[config.mk]
export PLATFORM = sky130hd
export DESIGN_NAME = regfile_wb_arbiter
export DESIGN_NICKNAME = d
export VERILOG_FILES = /design/src/rtl/regfile_wb_arbiter.sv
export SDC_FILE = /design/constraint.sdc
export NUM_CORES = 1
export LEC_CHECK = 0
export ABC_AREA = 1
export BUFFER_PORTS_ARGS = -buffer_cell sky130_fd_sc_hd__buf_4
export CAP_MARGIN = 30
export CORE_UTILIZATION = 41
export CTS_CLUSTER_DIAMETER = 30
export DETAILED_ROUTE_END_ITERATION = 16
export PLACE_DENSITY = 0.77
export SLEW_MARGIN = 30
export SYNTH_ARGS = -nofsm -noshare
export SYNTH_HDL_FRONTEND = slang
export SYNTH_SLANG_ARGS = --single-unit
[constraint.sdc]
create_clock -name clk -period 1.1 [get_ports clk]
set_input_delay 0.11 -clock clk [delete_from_list [all_inputs] [get_ports clk]]
set_output_delay 0.11 -clock clk [all_outputs]
set_load 0.03 [all_outputs]
[src/rtl/regfile_wb_arbiter.sv]
// regfile_wb_arbiter: two-requester writeback arbiter feeding a single
// register-file write port through a one-entry output stage.
// Optional feature macro: REGFILE_WB_RR_EN selects round-robin arbitration
// (undefined: requester 0 has fixed priority).
module regfile_wb_arbiter (
    input  logic        clk,
    input  logic        reset,
    input  logic        req0_valid,
    input  logic [3:0]  req0_addr,
    input  logic [31:0] req0_data,
    output logic        req0_ready,
    input  logic        req1_valid,
    input  logic [3:0]  req1_addr,
    input  logic [31:0] req1_data,
    output logic        req1_ready,
    input  logic        rf_hold,
    output logic [3:0]  wr,
    output logic [31:0] writeData,
    output logic        regWrite,
    output logic [15:0] pend_mask,
    output logic [7:0]  wb_count
);

    logic        full_q;
    logic [3:0]  wr_q;
    logic [31:0] data_q;
    logic [7:0]  cnt_q;
    logic        free;
    logic        gnt1;
    logic        accept;
    logic        retire;

`ifdef REGFILE_WB_RR_EN
    // 1 when requester 1 won the most recent accepted arbitration
    logic        last_q;
`endif

    // Output stage can take a new entry when empty or when its write retires now
    assign free   = !full_q || !rf_hold;
    assign retire = full_q && !rf_hold && !reset;

    // Grant selection; a lone requester always wins
    always_comb begin
        gnt1 = 1'b0;
        if (req1_valid && !req0_valid) begin
            gnt1 = 1'b1;
        end else if (req1_valid && req0_valid) begin
`ifdef REGFILE_WB_RR_EN
            gnt1 = !last_q;
`else
            gnt1 = 1'b0;
`endif
        end
    end

    assign req0_ready = !reset && free && req0_valid && !gnt1;
    assign req1_ready = !reset && free && req1_valid && gnt1;
    assign accept     = req0_ready || req1_ready;

    assign wr        = wr_q;
    assign writeData = data_q;
    assign regWrite  = retire;
    assign pend_mask = full_q ? (16'd1 << wr_q) : 16'd0;
    assign wb_count  = cnt_q;

    // Output stage: load on acceptance, empty on retirement, discard on reset
    always_ff @(posedge clk) begin
        if (reset) begin
            full_q <= 1'b0;
            wr_q   <= 4'd0;
            data_q <= 32'd0;
        end else if (accept) begin
            full_q <= 1'b1;
            wr_q   <= gnt1 ? req1_addr : req0_addr;
            data_q <= gnt1 ? req1_data : req0_data;
        end else if (retire) begin
            full_q <= 1'b0;
        end
    end

    // Completed-write counter, wraps naturally at 8 bits
    always_ff @(posedge clk) begin
        if (reset) begin
            cnt_q <= 8'd0;
        end else if (retire) begin
            cnt_q <= cnt_q + 8'd1;
        end
    end

`ifdef REGFILE_WB_RR_EN
    // Last-grant tracking moves only when a request is actually accepted
    always_ff @(posedge clk) begin
        if (reset) begin
            last_q <= 1'b1;
        end else if (accept) begin
            last_q <= gnt1;
        end
    end
`endif

endmodule
==> run_results.csv, run 1 <==
group,metric,value,unit
sta,fmax,0.750,GHz
floorplanning,pin_count,140,
place,dpl.hpwl,5320,µm
status,outcome,"finished with violations",
yosys,yosys_warnings,0,
clocking,numCtsBuffers,5,
run,drv_cap,0,
drt,drc,0,
cells_and_area,nFillCells,481,
pwr,power_density,1000,nW/µm²
sta,slew_viol_final,0,
sta,setup_tns,-8840,ps
global_routing,gr-total-overflow,0,
place,gp_congestion,0.816,
worst_setup_path,r2r_end,"writeData[28]",
yosys,avgSynthCellArea,5.82,µm²
cells_and_area,regArea,927,µm²
cells_and_area,design_area,4540,µm²
global_routing,grt_first_pass_wirelength,11800,µm
worst_setup_path,reg2reg_slack,-230,ps
floorplanning,initial_core_util,0.433,
min_path,whs_path_depth,2,
sta,skew,4.40,ps
drt,vias,3236,
sta,finalHoldViolCount,0,
sta,worstMarginPinSlew,527,ps
min_path,min-delay-start,"reset",
clocking,clkTransAtPathRegs,80,ps
sta,min_period,1330,ps
global_routing,grt_max_degree,38,
cells_and_area,multiInputGateArea,1820,µm²
global_routing,grt_pass1_vias,2727,
worst_setup_path,crit_slowest_cell,"dfxtp_4",
place,io_buffer_count,139,
pwr,p_total,0.00456,W
clocking,clock_latency,300,ps
worst_setup_path,critPathMaxStageDelay,370,ps
sta,rsz0062_at_grt,"yes",
clocking,cts_hold_buf,0,
drt,vias_per_cell,4.85,
floorplanning,core_area,6030,µm²
global_routing,groute.usage.overall,0.229,
worst_setup_path,end_kind,"register",
worst_setup_path,worst_ep_arrival_time,1520,ps
cells_and_area,drive_gt1_frac,0.441,
sta,setup_ws,-234,ps
sta,fin_crit_sh,1.21,
clocking,cts_tree,"yes",
yosys,synth_most_common_cell,"nand2_1",
drt,drt_iter0_drc,108,
yosys,synth_edf_count,0,
pwr,leakage,2.33,nW
status,violations,"negative setup slack",
worst_setup_path,cp_max_fo,8,
worst_setup_path,cp_top_family,"flip-flops",
yosys,yosys.area.top_type,"dfxtp_1",
worst_setup_path,path_cells,"a21oi_4, buf_6, o21ai_4, buf_12, nor2_1, nor2_1",
drt,routed_wl,8790,µm
cells_and_area,antenna_cells,0,
sta,relSlewSlack,0.648,
clocking,cts_root_buf,"clkbuf_8",
clocking,clockBufferDepth,2,
cells_and_area,nets,669,
yosys,async_reset_ff_frac,0,
drt,dr.pass1.iters,4,
floorplanning,rows,28,
yosys,synthDistinctLibCells,18,
yosys,synthCells,448,
sta,finalSetupViolations,56,
yosys,synthFlopType,"dfxtp_1",
worst_setup_path,path_class,"register to register",
drt,wl_per_cell,13.2,µm
cells_and_area,area_growth_syn_to_layout,74.1,%
yosys,synth_nets,526,
yosys,synth.top_cells.by_count,"nand2_1, nor2_1, nand3_1",
yosys,ys_top_cells_by_area,"dfxtp_1, nand2_1, nor2_1",
worst_setup_path,crit_top_cell,"nor2_1",
floorplanning,die_area,6680,µm²
yosys,ys_seq_area_frac,0.346,
worst_setup_path,cp.required,1290,ps
clocking,h-tree-depth,2,
worst_setup_path,ff2ff_path_depth,6,
yosys,synth_area,2610,µm²
worst_setup_path,regToRegStartpoint,"full_q",
drt,ant_nets,0,
floorplanning,die_y,81.7,µm
global_routing,antenna_found_initial,0,
yosys,yosysTopAreaCellShare,0.346,
worst_setup_path,cp_num_buf_inv,2,
place,dpl_cell_area,3860,µm²
yosys,yosys_register_bits,45,
min_path,holdPathEnd,"full_q",
floorplanning,dieWidth,81.7,µm
pwr,ir_drop,574,µV
min_path,hold_path.class,"input port to register",
clocking,clock-sinks,45,
worst_setup_path,cp-start-kind,"register",
cell type report:
| class | count | area share |
|---|---|---|
| flip-flops and latches | 45 | 0.204 |
| inverters | 53 | 0.0488 |
| clock buffers | 8 | 0.0199 |
| well taps | 75 | 0.0207 |
| repair buffers | 158 | 0.305 |
| multi-input cells | 328 | 0.401 |
flip-flops by register name (all words and copies together), names as in the netlist:
| register | cells |
|---|---|
| full_q | 1 |
| wb_count | 8 |
| wr | 4 |
| writeData | 32 |
power breakdown:
group | leakage (nW) | switching, W | internal (W)
sequential | 0.377 | 0.000113 | 0.00175
clock | 0.0455 | 0.000544 | 0.000513
combinational | 1.90 | 0.000943 | 0.000697
total | 2.33 | 0.00160 | 0.00296
worst reg2reg max path: stages, from the launching register on:
cell and delay (ps):
dfxtp_4 370, a21oi_4 150, buf_6 120, o21ai_4 140, buf_12 200, nor2_1 170
nor2_1 90
stage by stage:
stage / setup slack [ps] / utilization / hold WS (ps) / instances
after floorplan: -5.76 / - / 172 / 448
after global placement: 12.5 / 0.640 / 337 / 650
after detailed placement: -8.02 / 0.640 / 348 / 650
after CTS: -192 / 0.697 / 26.0 / 662
after global routing: -286 / 0.753 / 18.4 / 667
final: -234 / 0.753 / 24.7 / 667
cell usage in the layout, fill, tap and decap left out:
cell type,n
a21oi_1,2
a21oi_2,1
a21oi_4,1
buf_12,3
buf_4,127
buf_6,24
clkbuf_1,2
clkbuf_16,4
clkbuf_8,6
dfxtp_1,36
dfxtp_2,3
dfxtp_4,6
ha_1,1
inv_1,46
inv_2,4
inv_8,3
nand2_1,128
nand2_2,22
nand2_4,12
nand2_8,2
nand3_1,41
nand3_2,4
nand3_4,9
nor2_1,72
nor2_2,10
nor2_4,19
o21ai_0,2
o21ai_1,1
o21ai_4,1
repair_timing:
action / 4_1_cts / 5_1_grt
setup endpoints to repair: 22 / 62
pin swaps: 21 / 14
gates resized for setup: 57 / 68
setup buffers: 4 / 0
cloned: 0 / 5
routing by layer:
metal | vias to the layer above | wire, µm | track usage
li1 | 1638 | - | -
met1 | 1464 | 3420 | 0.250
met2 | 119 | 4650 | 0.421
met3 | 15 | 537 | 0.0467
met4 | 0 | 176 | 0.105
met5 | - | 0 | 0
worst max path at each step:
| stage | from | to | slack [ps] | cells after the start |
|---|---|---|---|---|
| 6_report | full_q | writeData[28] | -230 | 6 |
| 5_1_grt | full_q | writeData[28] | -290 | 6 |
| 4_1_cts | wr[2] | pend_mask[8] | -190 | 4 |
| 3_5_place_dp | full_q | wb_count[7] | -8 | 5 |
| 3_3_place_gp | full_q | wb_count[7] | 10 | 5 |
| 2_1_floorplan | wb_count[0] | wb_count[6] | -6 | 6 |
kinds of logic after synthesis:
family	after synthesis	share of synthesized area
buffers and inverters	75	0.136
flip-flops	45	0.346
adder cells (fa/ha/maj)	1	0.00480
AND/OR/NAND/NOR	319	0.489
AO/OA/AOI/OAI	8	0.0240
Power figures use the tool's default switching activity.
==> inputs of run 2 (changes only) <==
Settings changed: SETUP_SLACK_MARGIN from default to 0.15.
==> run_results.csv, run 2 (synthesis results as in run 1) <==
group,metric,value,unit
status,outcome,"finished with violations",
status,violations,"negative setup slack",
global_routing,grt_max_degree,38,
pwr,p_seq_frac,0.370,
global_routing,grt_pass1_vias,3017,
global_routing,gr-total-overflow,0,
sta,finalHoldViolCount,0,
cells_and_area,area_growth_syn_to_layout,94.8,%
sta,skew,6.91,ps
clocking,h-tree-depth,2,
pwr,ir_drop,826,µV
floorplanning,die_area,6680,µm²
sta,fin_crit_sh,1.23,
clocking,clock-sinks,45,
drt,vias_per_cell,5.01,
cells_and_area,design_area,5080,µm²
pwr,p_int,0.00327,W
drt,vias,3426,
pwr,power_density,997,nW/µm²
drt,dr.pass1.iters,4,
clocking,cts_root_buf,"clkbuf_8",
pwr,sw_frac_of_total,0.353,
global_routing,grt_first_pass_wirelength,13800,µm
clocking,numCtsBuffers,5,
global_routing,grt_use_met2,0.512,
global_routing,grtUsageMet1,0.290,
pwr,p_total,0.00506,W
global_routing,use_met3,0.0567,
sta,setup_ws,-253,ps
pwr,leakage,2.51,nW
worst_setup_path,end_kind,"register",
sta,rsz0062_at_grt,"yes",
drt,drt_iter0_drc,162,
floorplanning,pin_count,140,
sta,min_period,1350,ps
sta,worstMarginPinSlew,431,ps
drt,drc,0,
clocking,clockBufferDepth,2,
global_routing,antenna_found_initial,0,
sta,relSlewSlack,0.712,
drt,routed_wl,10400,µm
min_path,hold_path.class,"input port to register",
worst_setup_path,cp-start-kind,"register",
sta,slew_viol_final,0,
run,drv_cap,0,
place,gp_congestion,0.744,
floorplanning,rows,28,
global_routing,groute.usage.overall,0.268,
clocking,clkTransAtPathRegs,80,ps
cells_and_area,nets,686,
global_routing,busiest_layer,"met2",
sta,fmax,0.739,GHz
cells_and_area,mostFrequentLayoutCells,"nand2_1, buf_4, nor2_1",
place,dpl.hpwl,5630,µm
floorplanning,core_area,6030,µm²
clocking,clock_latency,300,ps
place,io_buffer_count,139,
pwr,switchingPower,0.00179,W
floorplanning,die_y,81.7,µm
clocking,cts_tree,"yes",
sta,setup_tns,-11400,ps
worst_setup_path,worst_ep_arrival_time,1590,ps
worst_setup_path,cp.required,1340,ps
cells_and_area,drive_gt1_frac,0.524,
sta,finalSetupViolations,61,
cells_and_area,final_common_cell,"nand2_1",
drt,ant_nets,0,
cells_and_area,largest_register_ffs,32,
cells_and_area,antenna_cells,0,
pwr,power.share.clock,0.246,
place,dpl_cell_area,3970,µm²
drt,wl_per_cell,15.2,µm
floorplanning,initial_core_util,0.433,
floorplanning,dieWidth,81.7,µm
place,place_ws,13.3,ps
worst_setup_path,cp_max_fo,10,
pwr,pwr-share-comb,0.385,
worst_setup_path,path_class,"register to register",
cells_and_area,fin_util,0.842,
## run 2: power by group through the flow
| stage | Clock [W] | Sequential, W | Combinational (W) |
|---|---|---|---|
| final | 0.00124 | 0.00187 | 0.00195 |
| after global routing | 0.00132 | 0.00188 | 0.00207 |
| after CTS | 0.00126 | 0.00183 | 0.00161 |
| after detailed placement | 0 | 0.00188 | 0.00137 |
| after global placement | 0 | 0.00187 | 0.00135 |
| after floorplan | 0 | 0.00210 | 0.000618 |
## run 2: metal layers
layer,up-vias,part of all wire
met3,29,0.072
met4,0,0.029
met2,156,0.54
met5,-,0
met1,1577,0.35
li1,1664,-
## run 2: worst paths after layout
| check | cells after the start | slack (ps) | from | to |
|---|---|---|---|---|
| min | 2 | 40 | reset | full_q |
| min reg2reg | 4 | 520 | writeData[10] | writeData[10] |
| max | 8 | -250 | full_q | writeData[28] |
| max reg2reg | 8 | -250 | full_q | writeData[28] |
## run 2: metrics by stage
step / instances / hold slack, ps
after global routing: 684 / 31.2
after global placement: 652 / 328
final: 684 / 43.7
after CTS: 674 / 19.8
after detailed placement: 652 / 330
after floorplan: 448 / 163
## run 2: final cells by class
class / count / area (µm²)
multi-input combinational: 328 / 1970
timing repair buffer: 175 / 1730
fill: 368 / 950
sequential: 45 / 946
inverter: 53 / 226
clock buffer: 7 / 108
tap: 75 / 93.8
clock inverter: 1 / 6.26
## run 2: what timing repair did
action,4_1_cts,5_1_grt
buffers inserted,9,6
pin swaps,3,22
gates cloned,5,4
endpoints found under the setup margin,72,82
gates resized for setup,75,107
hold buffers,0,0
## run 2: critical path, cell delays in order (launching register included)
cell and delay, ps:
dfxtp_4 370, a21oi_4 170, buf_6 120, o21ai_4 80
buf_12 160, clkbuf_16 170, nand2_2 60, nand2_1 60
nor2_1 90
==> inputs of run 3 (changes only) <==
Settings changed: ABC_AREA 1 to default, CORE_UTILIZATION 41 to 38, PLACE_DENSITY 0.77 to 0.76, RECOVER_POWER from default to 50.
==> run_results.csv, run 3 <==
group,metric,value,unit
status,outcome,"finished with violations",
status,violations,"negative setup slack",
place,place_ws,-174,ps
pwr,leakage,2.24,nW
sta,min_period,1570,ps
sta,slew_viol_final,0,
sta,relSlewSlack,0.707,
sta,fmax,0.637,GHz
place,io_buffer_count,139,
clocking,h-tree-depth,2,
yosys,synth_most_common_cell,"dfxtp_1",
sta,skew,5.48,ps
worst_setup_path,end_kind,"primary output",
run,drv_cap,0,
clocking,clockBufferDepth,2,
cells_and_area,area_growth_syn_to_layout,123,%
global_routing,grt_first_pass_wirelength,12800,µm
cells_and_area,fin_cells,512,
global_routing,gr-total-overflow,0,
worst_setup_path,cp_max_fo,3,
yosys,yosysTopAreaCellShare,0.407,
worst_setup_path,critPathMaxStageDelay,340,ps
drt,drc,0,
yosys,synth_nets,320,
pwr,sw_frac_of_total,0.325,
min_path,hold_path.class,"input port to register",
sta,setup_ws,-469,ps
worst_setup_path,path_class,"register to primary output",
floorplanning,die_area,6140,µm²
sta,finalHoldViolCount,0,
pwr,power_density,1000,nW/µm²
global_routing,grt_max_degree,26,
place,gp_congestion,0.776,
worst_setup_path,crit_top_cell,"buf_6",
cells_and_area,antenna_cells,0,
pwr,p_int,0.00333,W
yosys,synthDistinctLibCells,32,
yosys,ys_seq_area_frac,0.407,
pwr,power.share.clock,0.249,
worst_setup_path,path_cells,"buf_6, buf_6, a21o_4, buf_6, nor2_4, buf_6",
clocking,numCtsBuffers,5,
clocking,cts_hold_buf,0,
worst_setup_path,cp_num_buf_inv,4,
yosys,synth_edf_count,0,
cells_and_area,final_common_cell,"buf_4",
pwr,ir_drop,650,µV
yosys,synthFlopType,"dfxtp_1",
pwr,switchingPower,0.00160,W
worst_setup_path,cp.required,990,ps
worst_setup_path,worst_ep_arrival_time,1460,ps
floorplanning,initial_core_util,0.397,
cells_and_area,drive_gt1_frac,0.707,
sta,fin_crit_sh,1.43,
global_routing,groute.usage.overall,0.268,
yosys,synthCells,242,
sta,rsz0062_at_grt,"yes",
yosys,ys_top_cells_by_area,"dfxtp_1, mux2i_1, a211oi_1",
drt,ant_nets,0,
drt,routed_wl,9910,µm
global_routing,antenna_found_initial,0,
sta,worstMarginPinSlew,427,ps
yosys,yosys_warnings,0,
clocking,clock-sinks,45,
sta,finalSetupViolations,66,
worst_setup_path,cp_top_family,"buffers and inverters",
worst_setup_path,crit_slowest_cell,"dfxtp_2",
drt,vias,2760,
cells_and_area,mostFrequentLayoutCells,"buf_4, buf_6, mux2i_1",
clocking,clock_latency,290,ps
yosys,async_reset_ff_frac,0,
worst_setup_path,cp-start-kind,"register",
pwr,pwr-share-comb,0.382,
yosys,synth.top_cells.by_count,"dfxtp_1, a21oi_1, mux2i_1",
drt,vias_per_cell,5.39,
drt,dr.pass1.iters,6,
floorplanning,die_y,78.3,µm
floorplanning,pin_count,140,
cells_and_area,largest_register_ffs,32,
global_routing,grt_pass1_vias,2631,
cells_and_area,nets,517,
place,dpl.hpwl,5340,µm
clocking,clkTransAtPathRegs,90,ps
pwr,p_seq_frac,0.369,
floorplanning,rows,27,
drt,wl_per_cell,19.4,µm
clocking,cts_tree,"yes",
yosys,yosys.area.top_type,"dfxtp_1",
drt,drt_iter0_drc,98,
clocking,cts_root_buf,"clkbuf_8",
yosys,avgSynthCellArea,9.15,µm²
floorplanning,core_area,5570,µm²
yosys,yosys_register_bits,45,
floorplanning,dieWidth,78.3,µm
yosys,synth_area,2210,µm²
place,place_inst,476,
==> run 3: cell types whose count changed after synthesis, sizes merged, moves of 3 or more <==
cell | previous run | this run
a211oi | 0 | 36
clkbuf | 1 | 6
nor2 | 101 | 21
mux2i | 0 | 37
inv | 53 | 1
a21oi | 4 | 41
buf | 21 | 16
nand2b | 0 | 4
nor3 | 0 | 4
nand3 | 54 | 4
nand2 | 164 | 5
nand3b | 0 | 3
==> run 3: area by class of cell <==
cell class                 instances  area (µm²)
timing repair buffer             212        2130
clock buffer                       8         111
multi-input combinational        174        1650
fill                             257         643
tap                               72        90.1
inverter                           1        3.75
sequential                        45         946
==> run 3: final timing paths <==
path,from,to,slack [ps],depth (start not counted)
min,req1_data[28],writeData[28],180,3
min reg2reg,writeData[10],writeData[10],510,2
max reg2reg,full_q,writeData[28],-420,8
max,full_q,req1_ready,-470,6
==> run 3: metrics by stage <==
| step | area, µm² | util | hold slack, ps | setup TNS [ps] | total power [W] |
|---|---|---|---|---|---|
| detailed placement | 3930 | 0.704 | 472 | -5590 | 0.00324 |
| finish | 4930 | 0.885 | 180 | -23180 | 0.00494 |
| floorplan | 2510 | - | 245 | -3890 | 0.00261 |
| global placement | 3930 | 0.704 | 468 | -4510 | 0.00321 |
| CTS | 4510 | 0.809 | 156 | -19600 | 0.00464 |
| global route | 4930 | 0.885 | 193 | -25860 | 0.00510 |
==> run 3: kinds of logic (layout without fill, tap and decap cells) <==
logic type / after synthesis / after routing / share of synthesized area
compound gates: 81 / 81 / 0.232
fa+ha+maj: 1 / 1 / 0.00565
buf+inv: 23 / 221 / 0.0554
simple gates: 51 / 51 / 0.115
flops: 45 / 45 / 0.407
mux: 39 / 39 / 0.177
xor+xnor: 2 / 2 / 0.00791
==> run 3: worst register-to-register path, cell delays in order, from the launching register on <==
cell	delay [ps]
dfxtp_2	340
buf_6	110
buf_6	120
a21o_4	220
buf_6	120
nor2_4	120
buf_6	150
clkbuf_16	140
a211oi_1	60
==> run 3: power groups by stage <==
stage	sequential, W	clock (W)	combinational [W]
6_report	0.00182	0.00123	0.00188
5_1_grt	0.00184	0.00130	0.00197
4_1_cts	0.00181	0.00121	0.00162
3_5_place_dp	0.00184	0	0.00140
3_3_place_gp	0.00184	0	0.00138
2_1_floorplan	0.00207	0	0.000538
==> run 3: timing repair <==
item	4_1_cts	5_1_grt
pin swaps	24	13
setup buffers	13	7
cloned	5	3
gates resized for setup	63	64
setup endpoints to repair	74	82
==> run 3: layer usage <==
metal	vias to the layer above	track usage	wire, µm	share of wire
li1	1290	-	-	-
met1	1329	0.305	3950	0.40
met2	123	0.498	5160	0.52
met3	18	0.0663	592	0.060
met4	0	0.0630	216	0.022
met5	-	0	0	0
